`config.mk`:
```
export PLATFORM = sky130hd
export DESIGN_NAME = ascon_tag_unit
export DESIGN_NICKNAME = d
export VERILOG_FILES = /design/src/rtl/ascon_tag_unit.sv
export SDC_FILE = /design/constraint.sdc
export NUM_CORES = 1
export LEC_CHECK = 0
export CORE_MARGIN = 4
export CORE_UTILIZATION = 27
export CTS_CLUSTER_SIZE = 14
export DETAILED_ROUTE_END_ITERATION = 16
export PLACE_DENSITY = 0.66
export SYNTH_ARGS = -nofsm -noshare
export SYNTH_HDL_FRONTEND = slang
export SYNTH_SLANG_ARGS = --single-unit
export TNS_END_PERCENT = 10
```
`constraint.sdc`:
```
create_clock -name clock_i -period 5.05 [get_ports clock_i]
set_clock_uncertainty 0.2 [all_clocks]
set_input_delay 1.01 -clock clock_i [delete_from_list [all_inputs] [get_ports clock_i]]
set_output_delay 1.01 -clock clock_i [all_outputs]
set_load 0.01 [all_outputs]
```
`src/rtl/ascon_tag_unit.sv`:
```
// ASCON-AEAD128 tag stage: captures tag from state words 3/4, streams it
// out (encrypt) or compares it against an expected tag (decrypt).
//
// Ports:
//   clock_i, reset_i                 rising-edge clock, sync active-high reset
//   state_i, capture_i, decrypt_i    finalised state, capture strobe, mode
//   exp_tag_i                        expected tag for decrypt compare
//   tag_word_o, tag_valid_o,
//   tag_ready_i                      MSB-first tag word stream
//   tag_ok_o, cmp_valid_o            compare result and its one-cycle strobe
//   busy_o, done_o                   activity flag and end-of-operation pulse

package ascon_pack;
  typedef logic [4:0][63:0] type_state;
endpackage

module ascon_tag_unit
  import ascon_pack::*;
#(
  parameter int WORD_W    = 32,
  parameter bit CLEAR_TAG = 1'b1
) (
  input  logic              clock_i,
  input  logic              reset_i,
  input  type_state         state_i,
  input  logic              capture_i,
  input  logic              decrypt_i,
  input  logic [127:0]      exp_tag_i,
  output logic [WORD_W-1:0] tag_word_o,
  output logic              tag_valid_o,
  input  logic              tag_ready_i,
  output logic              tag_ok_o,
  output logic              cmp_valid_o,
  output logic              busy_o,
  output logic              done_o
);

  localparam int NW = 128 / WORD_W;
  localparam int CW = (NW > 1) ? $clog2(NW) : 1;

  typedef enum logic [1:0] {
    IDLE,
    SEND,
    CMP,
    DONE
  } state_t;

  state_t        st_q;
  state_t        st_d;
  logic [127:0]  tag_reg;
  logic [127:0]  exp_reg;
  logic [CW-1:0] cnt;
  logic [127:0]  tag_sh;
  logic          last;
  logic          xfer;
  logic          match;
  logic          start;

  // Words 0..2 of the state carry nothing the tag needs.
  logic unused_words;
  assign unused_words = ^{state_i[0], state_i[1], state_i[2]};

  assign start  = (st_q == IDLE) && capture_i;
  assign xfer   = (st_q == SEND) && tag_ready_i;
  assign last   = (cnt == CW'(NW - 1));
  assign tag_sh = tag_reg << (WORD_W * int'(cnt));

  // Full-width XOR/OR reduction: timing does not depend on the data.
  assign match = ~|(tag_reg ^ exp_reg);

  always_ff @(posedge clock_i) begin
    if (reset_i) begin
      st_q <= IDLE;
    end else begin
      st_q <= st_d;
    end
  end

  always_comb begin
    st_d = st_q;
    unique case (st_q)
      IDLE: begin
        if (capture_i) begin
          st_d = decrypt_i ? CMP : SEND;
        end
      end
      SEND: begin
        if (tag_ready_i && last) begin
          st_d = DONE;
        end
      end
      CMP:  st_d = DONE;
      DONE: st_d = IDLE;
      default: st_d = IDLE;
    endcase
  end

  always_ff @(posedge clock_i) begin
    if (reset_i) begin
      tag_reg <= '0;
      exp_reg <= '0;
      cnt     <= '0;
    end else begin
      if (start) begin
        tag_reg <= {state_i[3], state_i[4]};
        cnt     <= '0;
        if (decrypt_i) begin
          exp_reg <= exp_tag_i;
        end
      end
      if (xfer) begin
        cnt <= last ? '0 : cnt + CW'(1);
      end
      if (CLEAR_TAG && (st_q == DONE)) begin
        tag_reg <= '0;
        exp_reg <= '0;
      end
    end
  end

  always_comb begin
    tag_word_o  = '0;
    tag_valid_o = 1'b0;
    tag_ok_o    = 1'b0;
    cmp_valid_o = 1'b0;
    busy_o      = (st_q != IDLE);
    done_o      = 1'b0;
    unique case (st_q)
      SEND: begin
        tag_valid_o = 1'b1;
        tag_word_o  = tag_sh[127 -: WORD_W];
      end
      CMP: begin
        cmp_valid_o = 1'b1;
        tag_ok_o    = match;
      end
      DONE: done_o = 1'b1;
      default: ;
    endcase
  end

endmodule
```
# Yosys cells after proc, flatten, opt, wreduce, memory -nomap -nowiden
# Cells that the tools add are included.
# op_classes
n_addsub	1
n_eq_ne	6
n_shift	1
n_mux	12
n_bitwise	1
reduce_logical	11
# op_table
operator	n
$reduce_or 128->1	1
$shl 128x7->128	1
$xor 128x128->128	1
$mux 32	1
$mux 2	6
$pmux 2 s4	1
$eq 2x2->1 const B	3
$mux 1	4
$reduce_and 2->1	2
$reduce_bool 2->1	2
$logic_and 1x1->1	3
$add 2x1->2 const B	1
$eq 2x1->1 const B	1
$logic_not 2->1	1
$ne 2x1->1 const B	1
$ne 2x2->1 const B	1
$reduce_or 2->1	1
$logic_not 1->1	1
# word_totals
regBits	260
in_bits	453
out_inout_bits	37
wordCells	36

# Longest topological paths before layout
# Gate-level depths: netlist of the first run.
# depth
depth_word	4
ltp_mapped	8
ltp_nobuf	6

# Worst setup path after synthesis of the first run
# No wires, ideal clock.
# synth_timing
path_type	reg-to-output
start	register cnt[1]
end	output port tag_word_o[28]
t_arrival_ps	1529
path_slack_ps	2311
stages_incl_launch_ff	5
cell_sequence	dfxtp_1 -> clkbuf_1 -> buf_4 -> mux4_2 -> and2_1
# synth_via
elab_chain_cells	2
# synth_lines
element	line	text
start: declaration	52	logic [CW-1:0] cnt;
start signal: assignment	112	cnt <= last ? '0 : cnt + CW'(1);
$shl 128x7->128	66	assign tag_sh = tag_reg << (WORD_W * int'(cnt));
$mux 32	128	unique case (st_q)
end: declaration	29	output logic [WORD_W-1:0] tag_word_o,
# Every way passes these cells.

# Worst setup path after layout of the first run
# layout_timing
start	register exp_reg[83]
end	output port tag_ok_o
# layout_via
elab_chain_cells	4
# layout_lines
element	line	text
start: declaration	51	logic [127:0] exp_reg;
start signal: assignment	108	exp_reg <= exp_tag_i;
$xor 128x128->128	69	assign match = ~|(tag_reg ^ exp_reg);
$reduce_or 128->1	69	
$logic_not 1->1	69	
$mux 1	128	
end: declaration	32	output logic tag_ok_o,
# Every way passes these cells.

==> results.toml, run 1 <==
[run_status]
status = "completed"

[worst_setup_path]
cp_max_fo = 2
critPathArrivalTime_ps = 3540
critPathCaptureType = "output pin"
crit_start = "exp_reg[83]"
cp_data_required_time_ps = 3840
critPathLaunchType = "register"
crit_type = "reg2out"
rr_startpoint = "st_q[0]"

[timing]
period_share_pct = 94.0
setup_viol = 0
slew_viol_final = 0
rsz0062_at_grt = "no"
hold-worst-slack_ps = 254
max_freq_ghz = 0.211
min_period_ps = 4750
relSlewSlack_pct = 18.4
fin_setup_tns_ps = 0
hold_viol_final = 0
worstMarginPinSlew_ps = 1220

[power]
intPower_uw = 4420
power.share.sequential_pct = 39.1
vdd.ir_drop.worst_uv = 233
p_clk_share_pct = 30.6
power.switching_uw = 2490
power_frac_comb_pct = 30.2
finalPower_uw = 6910
p_leak_uw = 0.00546
power_per_cell_area_nw_per_um2 = 433
p_sw_share_pct = 36.0

[logic_synthesis]
synth-edff-count = 0
yosys_warnings = 0
synthesis.nets = 1901
synth_cell_types = 38
ys_seq_area_share_pct = 45.2
yosys_most_used_dff = "dfxtp_1"
async_flop_share_pct = 0
ys_ff_latch = 260
syn_avg_cell_area_um2 = 7.99
netlist_area_um2 = 11500
synth_cells = 1442

[global_route]
grt_pass1_wl_um = 73100
antenna_found_initial = 1
gr-total-overflow = 0
grt_pass1_vias = 11224
grt_max_degree = 108
grt_usage_pct = 21.0

[drt]
wl_um = 50600
vias_per_cell = 4.97
wl_per_cell_um = 22.5
drc_errors = 0
dr.pass1.iters = 5
vias = 11179
drt_iter0_drc = 1073
postRouteAntennaNets = 0

[clocking]
cts.sinks = 260
tritoncts = "built"
path_clk_slew_ps = 60
h-tree-depth = 1
cts.path.max_buffers = 3
ctsHoldBuffers = 0
cts_buffers = 30
cts-root-buf = "clkbuf_16"
cts.repair.resized = 0
worst_skew_pair.late_latency_ps = 560
post-cts-setup-buffers = 0

[floorplanning]
rows = 75
core_um2 = 42000
start_util_pct = 27.4
dieWidth_um = 215
dieArea_um2 = 46100
num_io_pins = 490
die_h_um = 215

[placement]
port_buffers = 297
dp_hpwl_um = 38700
place_area_um2 = 15000
globalplace.congestion = 0.890

[min_path]
worstHoldStart = "exp_reg[73]"
hp-class = "reg2reg"

[layout]
final_layout_size_suffix_gt1_share_pct = 6.08
nFillCells = 4319
area_growth_pct = 38.3
final_cell_mix = "nand2_1 (516), clkdlybuf4s50_1 (297), a21oi_1 (258), dfxtp_1 (258), xnor2_1 (85)"
final_nets = 2150
final_area_um2 = 15900
final_core_util_pct = 37.9
layout_commonest_cell = "nand2_1"

[flow_run]
drv_cap = 0
## cell families (layout without fill, tap and decap cells)
kind of cell / count (synthesis) / count (layout) / synth area share (%)
other: 0 / 1 / 0
adder cells (fa/ha/maj): 6 / 6 / 0.651
AND/OR/NAND/NOR: 643 / 643 / 23.6
XOR/XNOR: 86 / 86 / 6.54
flip-flops: 260 / 260 / 45.2
buffers and inverters: 125 / 394 / 4.18
AO/OA/AOI/OAI: 288 / 288 / 13.4
multiplexers: 34 / 34 / 6.43
## cell type report
type                    instances  area, µm²  area share (%)
clock inverters                 9       86.3           0.542
well taps                     539        674            4.23
flip-flops and latches        260       5210            32.7
clock buffers                  43        870            5.45
multi-input cells            1057       5860            36.8
repair buffers                313       3130            19.6
diodes                          1       2.50          0.0157
inverters                      29        109           0.683
## worst max-delay path, stage by stage, from the launching register on
cell and delay, ps:
dfxtp_1 320, xnor2_1 550, nand4_1 330, nor4_1 440, nand4_1 170, nor4_2 510
clkdlybuf4s50_1 650
## layer usage
layer  GRT usage, %  wire (µm)  up-vias  share of wire (%)
met1           29.8      23000     5364                 45
met3           3.90       3550       79                7.0
met5              0         13        -              0.026
met2           32.3      22200      465                 44
met4           6.83       1820        2                3.6
li1               -          -     5269                  -
## path summary, 6_finish.rpt
check                           slack, ps           to  cells after the start
worst max-delay path                  300     tag_ok_o                      6
worst min-delay path                  250  exp_reg[73]                      2
worst max register to register       2380   tag_reg[9]                      6
worst min register to register        250  exp_reg[73]                      2
## cells in the mapped netlist, drive strengths merged, types with 2 or more instances
library cell,instances,area [µm²]
nand2,518,1940
dfxtp,260,5200
a21oi,258,1290
xnor2,85,744
clkbuf,83,312
and2,33,206
mux4,32,721
inv,28,105
nand2b,23,144
nand4,23,144
nor2b,21,139
buf,13,61.3
nor4,10,68.8
a2111o,7,78.8
o2111ai,7,61.3
ha,6,75.1
o22ai,6,37.5
nor2,5,18.8
nand3,4,20.0
a22oi,3,22.5
nor3,3,15.0
mux2i,2,20.0
o221ai,2,17.5
## through the flow
step                std cells  setup WS (ps)
floorplan                1442           2310
global placement         2198           1070
detailed placement       2198           1100
CTS                      2250            472
global route             2250            258
finish                   2251            301
## power by group through the flow
stage	Combinational (µW)	Clock [µW]	Sequential [µW]
floorplan	1240	0	2580
CTS	2090	2150	2690
detailed placement	2080	0	2740
global route	2270	2240	2730
finish	2090	2120	2700
global placement	2070	0	2720
No activity file was read; power rests on OpenSTA's default activity.
==> run 2, diff against run 1 <==
==> constraint.sdc (replaced) <==
create_clock -name clock_i -period 5.05 [get_ports clock_i]
set_clock_uncertainty 0.2 [all_clocks]
set_input_delay 0.505 -clock clock_i [delete_from_list [all_inputs] [get_ports clock_i]]
set_output_delay 0.505 -clock clock_i [all_outputs]
set_load 0.01 [all_outputs]
==> results.toml, run 2 (synthesis results as in run 1) <==
[run_status]
status = "completed"

[worst_setup_path]
critPathCaptureType = "output pin"
cp_max_fo = 3
reg2reg_to = "tag_reg[83]"
critPathArrivalTime_ps = 3300
critPathLaunchType = "register"
rr_startpoint = "st_q[0]"
cp_data_required_time_ps = 4350
crit_start = "tag_reg[36]"
r2r_setup_slack_ps = 2130
crit_type = "reg2out"
rr_worst_depth = 6

[drt]
drc_errors = 0
vias_per_cell = 4.90
postRouteAntennaNets = 0
drt_iter0_drc = 832
wl_per_cell_um = 22.2
vias = 11005
wl_um = 49800
dr.pass1.iters = 5

[floorplanning]
core_um2 = 42000
die_h_um = 215
rows = 75
dieWidth_um = 215
start_util_pct = 27.4
dieArea_um2 = 46100
num_io_pins = 490

[placement]
dp_hpwl_um = 38000
port_buffers = 297
post-place-ws_ps = 1650
placed_cells = 2193
globalplace.congestion = 0.925

[layout]
final_cell_mix = "nand2_1 (516), clkdlybuf4s50_1 (297), a21oi_1 (258), dfxtp_1 (258), xnor2_1 (85)"
final_nets = 2144
final_layout_size_suffix_gt1_share_pct = 6.15
area_growth_pct = 38.5
layout_commonest_cell = "nand2_1"
final_core_util_pct = 38.0
stdcell_count = 2247

[power]
finalPower_uw = 6970
intPower_uw = 4500
power_per_cell_area_nw_per_um2 = 437
p_clk_share_pct = 31.6
power_frac_comb_pct = 29.5
p_leak_uw = 0.00546
power.switching_uw = 2470
power.share.sequential_pct = 38.9
p_sw_share_pct = 35.5
vdd.ir_drop.worst_uv = 221

[global_route]
grt_pass1_wl_um = 72000
antenna_found_initial = 0
gr-total-overflow = 0
grt_pass1_vias = 11086
grt_usage_pct = 20.7
grt_max_degree = 137

[min_path]
hp-class = "reg2reg"
worstHoldStart = "exp_reg[97]"
worstHoldEndpoint = "exp_reg[97]"
hold-path-cell-count = 2

[clocking]
cts.sinks = 260
worst_skew_pair.late_latency_ps = 540
cts.repair.resized = 0
cts.path.max_buffers = 3
cts-root-buf = "clkbuf_16"
tritoncts = "built"
ctsHoldBuffers = 0
h-tree-depth = 1
cts_buffers = 29
post-cts-setup-buffers = 0
path_clk_slew_ps = 60

[timing]
setup_slack_ps = 1050
period_share_pct = 79.3
fin_setup_tns_ps = 0
relSlewSlack_pct = 35.5
slew_viol_final = 0
min_period_ps = 4000
setup_viol = 0
hold_viol_final = 0
worstMarginPinSlew_ps = 967
max_freq_ghz = 0.250
rsz0062_at_grt = "no"

[flow_run]
drv_cap = 0
==> run 2: cell count changes in the layout (fill, tap and decap cells not counted), moves of 2 or more <==
cell | previous run | this run
buf_4 | 13 | 8
clkinv_4 | 0 | 3
clkinv_2 | 5 | 7
clkbuf_1 | 6 | 1
bufinv_16 | 1 | 3
==> run 2: cell type report <==
cell class | instances | area [µm²]
timing repair buffer | 308 | 3090
antenna | 1 | 2.50
clock inverter | 15 | 166
fill | 4326 | 26100
sequential | 260 | 5210
tap | 539 | 674
multi-input combinational | 1057 | 5870
inverter | 29 | 109
clock buffer | 38 | 840
==> run 2: how the worst max path moves through the flow <==
stage                     end  slack [ps]  depth (start not counted)
2_1_floorplan  tag_word_o[28]        2820                          4
4_1_cts              tag_ok_o        1040                          6
3_5_place_dp         tag_ok_o        1650                          6
6_report             tag_ok_o        1050                          6
5_1_grt              tag_ok_o         820                          6
3_3_place_gp         tag_ok_o        1470                          6
==> run 2: per-stage QoR <==
step,hold WS (ps),instance area [µm²]
floorplan,236,11500
global placement,246,15000
detailed placement,250,15000
CTS,259,16000
global route,285,16000
finish,259,16000
==> run 2: power by group through the flow <==
| stage | clock network [µW] | logic, µW | registers [µW] |
|---|---|---|---|
| after floorplan | 0 | 1240 | 2580 |
| after global placement | 0 | 2040 | 2740 |
| after detailed placement | 0 | 2060 | 2750 |
| after CTS | 2240 | 2070 | 2710 |
| after global routing | 2310 | 2240 | 2740 |
| final | 2200 | 2060 | 2710 |
==> run 2: layer usage <==
metal	wire length [µm]	global-route usage, %	up-vias	share of wire (%)
met3	3900	4.80	84	7.8
met1	22400	28.8	5216	45
met2	21900	32.1	448	44
li1	-	-	5257	-
met4	1640	6.07	0	3.3
met5	0	0	-	0
==> run 2: worst max-delay path, cell delays in order (launching register included) <==
cell and delay (ps):
dfxtp_1 350, xnor2_1 520, nand4_1 340, nor4_1 330
nand4_1 160, nor4_2 410, clkdlybuf4s50_1 640
==> run 3, diff against run 2 <==
--- a/config.mk
+++ b/config.mk
@@ -9,7 +9,7 @@
 export CORE_UTILIZATION = 27
 export CTS_CLUSTER_SIZE = 14
 export DETAILED_ROUTE_END_ITERATION = 16
-export PLACE_DENSITY = 0.66
+export PLACE_DENSITY = 0.68
 export SYNTH_ARGS = -nofsm -noshare
 export SYNTH_HDL_FRONTEND = slang
 export SYNTH_SLANG_ARGS = --single-unit
==> constraint.sdc (replaced) <==
create_clock -name clock_i -period 3.3 [get_ports clock_i]
set_clock_uncertainty 0.2 [all_clocks]
set_input_delay 0.33 -clock clock_i [delete_from_list [all_inputs] [get_ports clock_i]]
set_output_delay 0.33 -clock clock_i [all_outputs]
set_load 0.01 [all_outputs]
==> results.toml, run 3 (synthesis results as in run 1) <==
[run_status]
status = "completed"

[layout]
stdcell_count = 2281
area_growth_pct = 41.6
final_nets = 2179
final_cell_mix = "nand2_1 (516), clkdlybuf4s50_1 (296), a21oi_1 (258)"
antenna_cells = 0
final_layout_size_suffix_gt1_share_pct = 8.32
nFillCells = 4225
layout_commonest_cell = "nand2_1"
final_core_util_pct = 38.8

[worst_setup_path]
cp_slowest_cell = "nor4_2"
rr_startpoint = "st_q[1]"
worst-path-buf-inv = 4
cp_cell_sequence = "xnor2_1 > buf_4 > nand4_1 > nor4_2 > buf_4 > nand4_1 > nor4_2 > buf_4 > clkbuf_2"
critPathCaptureType = "output pin"
crit_start = "exp_reg[83]"
crit_type = "reg2out"
max_stage_delay_ps = 340
critPathArrivalTime_ps = 2580
crit_top_cell = "buf_4"
cp_data_required_time_ps = 2770
cpLargestDelayFamily = "simple AND/OR/NAND/NOR gates"
critPathLaunchType = "register"
cp_max_fo = 2

[timing]
period_share_pct = 94.2
rsz0062_at_grt = "no"
setup_slack_ps = 191
fin_setup_tns_ps = 0
max_freq_ghz = 0.322
slew_viol_final = 0
relSlewSlack_pct = 53.9
setup_viol = 0
min_period_ps = 3110
hold_viol_final = 0
worstMarginPinSlew_ps = 692

[placement]
port_buffers = 297
dp_hpwl_um = 39500
post-place-ws_ps = 274
placed_cells = 2228
globalplace.congestion = 0.928

[power]
p_clk_share_pct = 29.3
power_per_cell_area_nw_per_um2 = 657
p_leak_uw = 0.00565
intPower_uw = 6870
power.share.sequential_pct = 38.3
p_sw_share_pct = 36.0
vdd.ir_drop.worst_uv = 479
power_frac_comb_pct = 32.4
power.switching_uw = 3860
finalPower_uw = 10700

[clocking]
path_clk_slew_ps = 60
ctsHoldBuffers = 0
cts_buffers = 29
cts.sinks = 260
cts.path.max_buffers = 3
worst_skew_pair.late_latency_ps = 540
cts-root-buf = "clkbuf_16"
tritoncts = "built"
h-tree-depth = 1

[drt]
wl_per_cell_um = 22.6
wl_um = 51600
postRouteAntennaNets = 0
drc_errors = 0
drt_iter0_drc = 886
vias_per_cell = 4.99
dr.pass1.iters = 5
vias = 11378

[floorplanning]
dieWidth_um = 215
rows = 75
num_io_pins = 490
die_h_um = 215
dieArea_um2 = 46100
core_um2 = 42000
start_util_pct = 27.4

[global_route]
antenna_found_initial = 1
grt_usage_pct = 21.4
gr-total-overflow = 0
grt_max_degree = 129
grt_pass1_vias = 11536
grt_pass1_wl_um = 74300

[min_path]
hp-class = "in2reg"
worstHoldStart = "state_i[314]"

[flow_run]
drv_cap = 0
-- run 3: cell type report --
| class | count | area [µm²] | area share [%] |
|---|---|---|---|
| clock inverters | 9 | 82.6 | 0.506 |
| well taps | 539 | 674 | 4.13 |
| clock buffers | 44 | 832 | 5.10 |
| inverters | 29 | 109 | 0.667 |
| flip-flops and latches | 260 | 5210 | 31.9 |
| repair buffers | 343 | 3490 | 21.4 |
| multi-input cells | 1057 | 5930 | 36.3 |
-- run 3: through the flow --
stage	area (µm²)	hold WS [ps]
after global placement	15300	249
after CTS	16300	85.7
after detailed placement	15300	250
final	16300	107
after floorplan	11500	199
after global routing	16300	116
-- run 3: timing repair --
action,4_1_cts,5_1_grt
setup buffers,0,0
resized for setup,9,7
pin swaps,2,4
endpoints found under the setup margin,1,1
cloned,0,0
endpoints found under the hold margin,0,0
-- run 3: worst register-to-register path, stage by stage, from the launching register on --
cell,delay [ps]
dfxtp_1,340
inv_1,120
ha_1,260
and2_4,210
buf_12,440
nand2_1,430
a21oi_1,220
-- run 3: path summary, 6_finish.rpt --
check / endpoint / slack (ps) / depth (start not counted)
max reg2reg: tag_reg[123] / 1030 / 6
max: tag_ok_o / 190 / 9
min: tag_reg[58] / 110 / 3
min reg2reg: exp_reg[9] / 260 / 2
-- run 3: routing by layer --
layer	wire, µm	global-route usage (%)
met2	23400	34.6
met1	22300	28.7
met4	1550	5.64
met3	4270	5.09
met5	0	0
-- run 3: power by group through the flow --
| stage | combinational [µW] | sequential, µW | clock [µW] |
|---|---|---|---|
| after floorplan | 1890 | 3940 | 0 |
| after global placement | 3410 | 4140 | 0 |
| after detailed placement | 3440 | 4160 | 0 |
| after CTS | 3470 | 4100 | 3180 |
| after global routing | 3760 | 4160 | 3310 |
| final | 3480 | 4110 | 3140 |
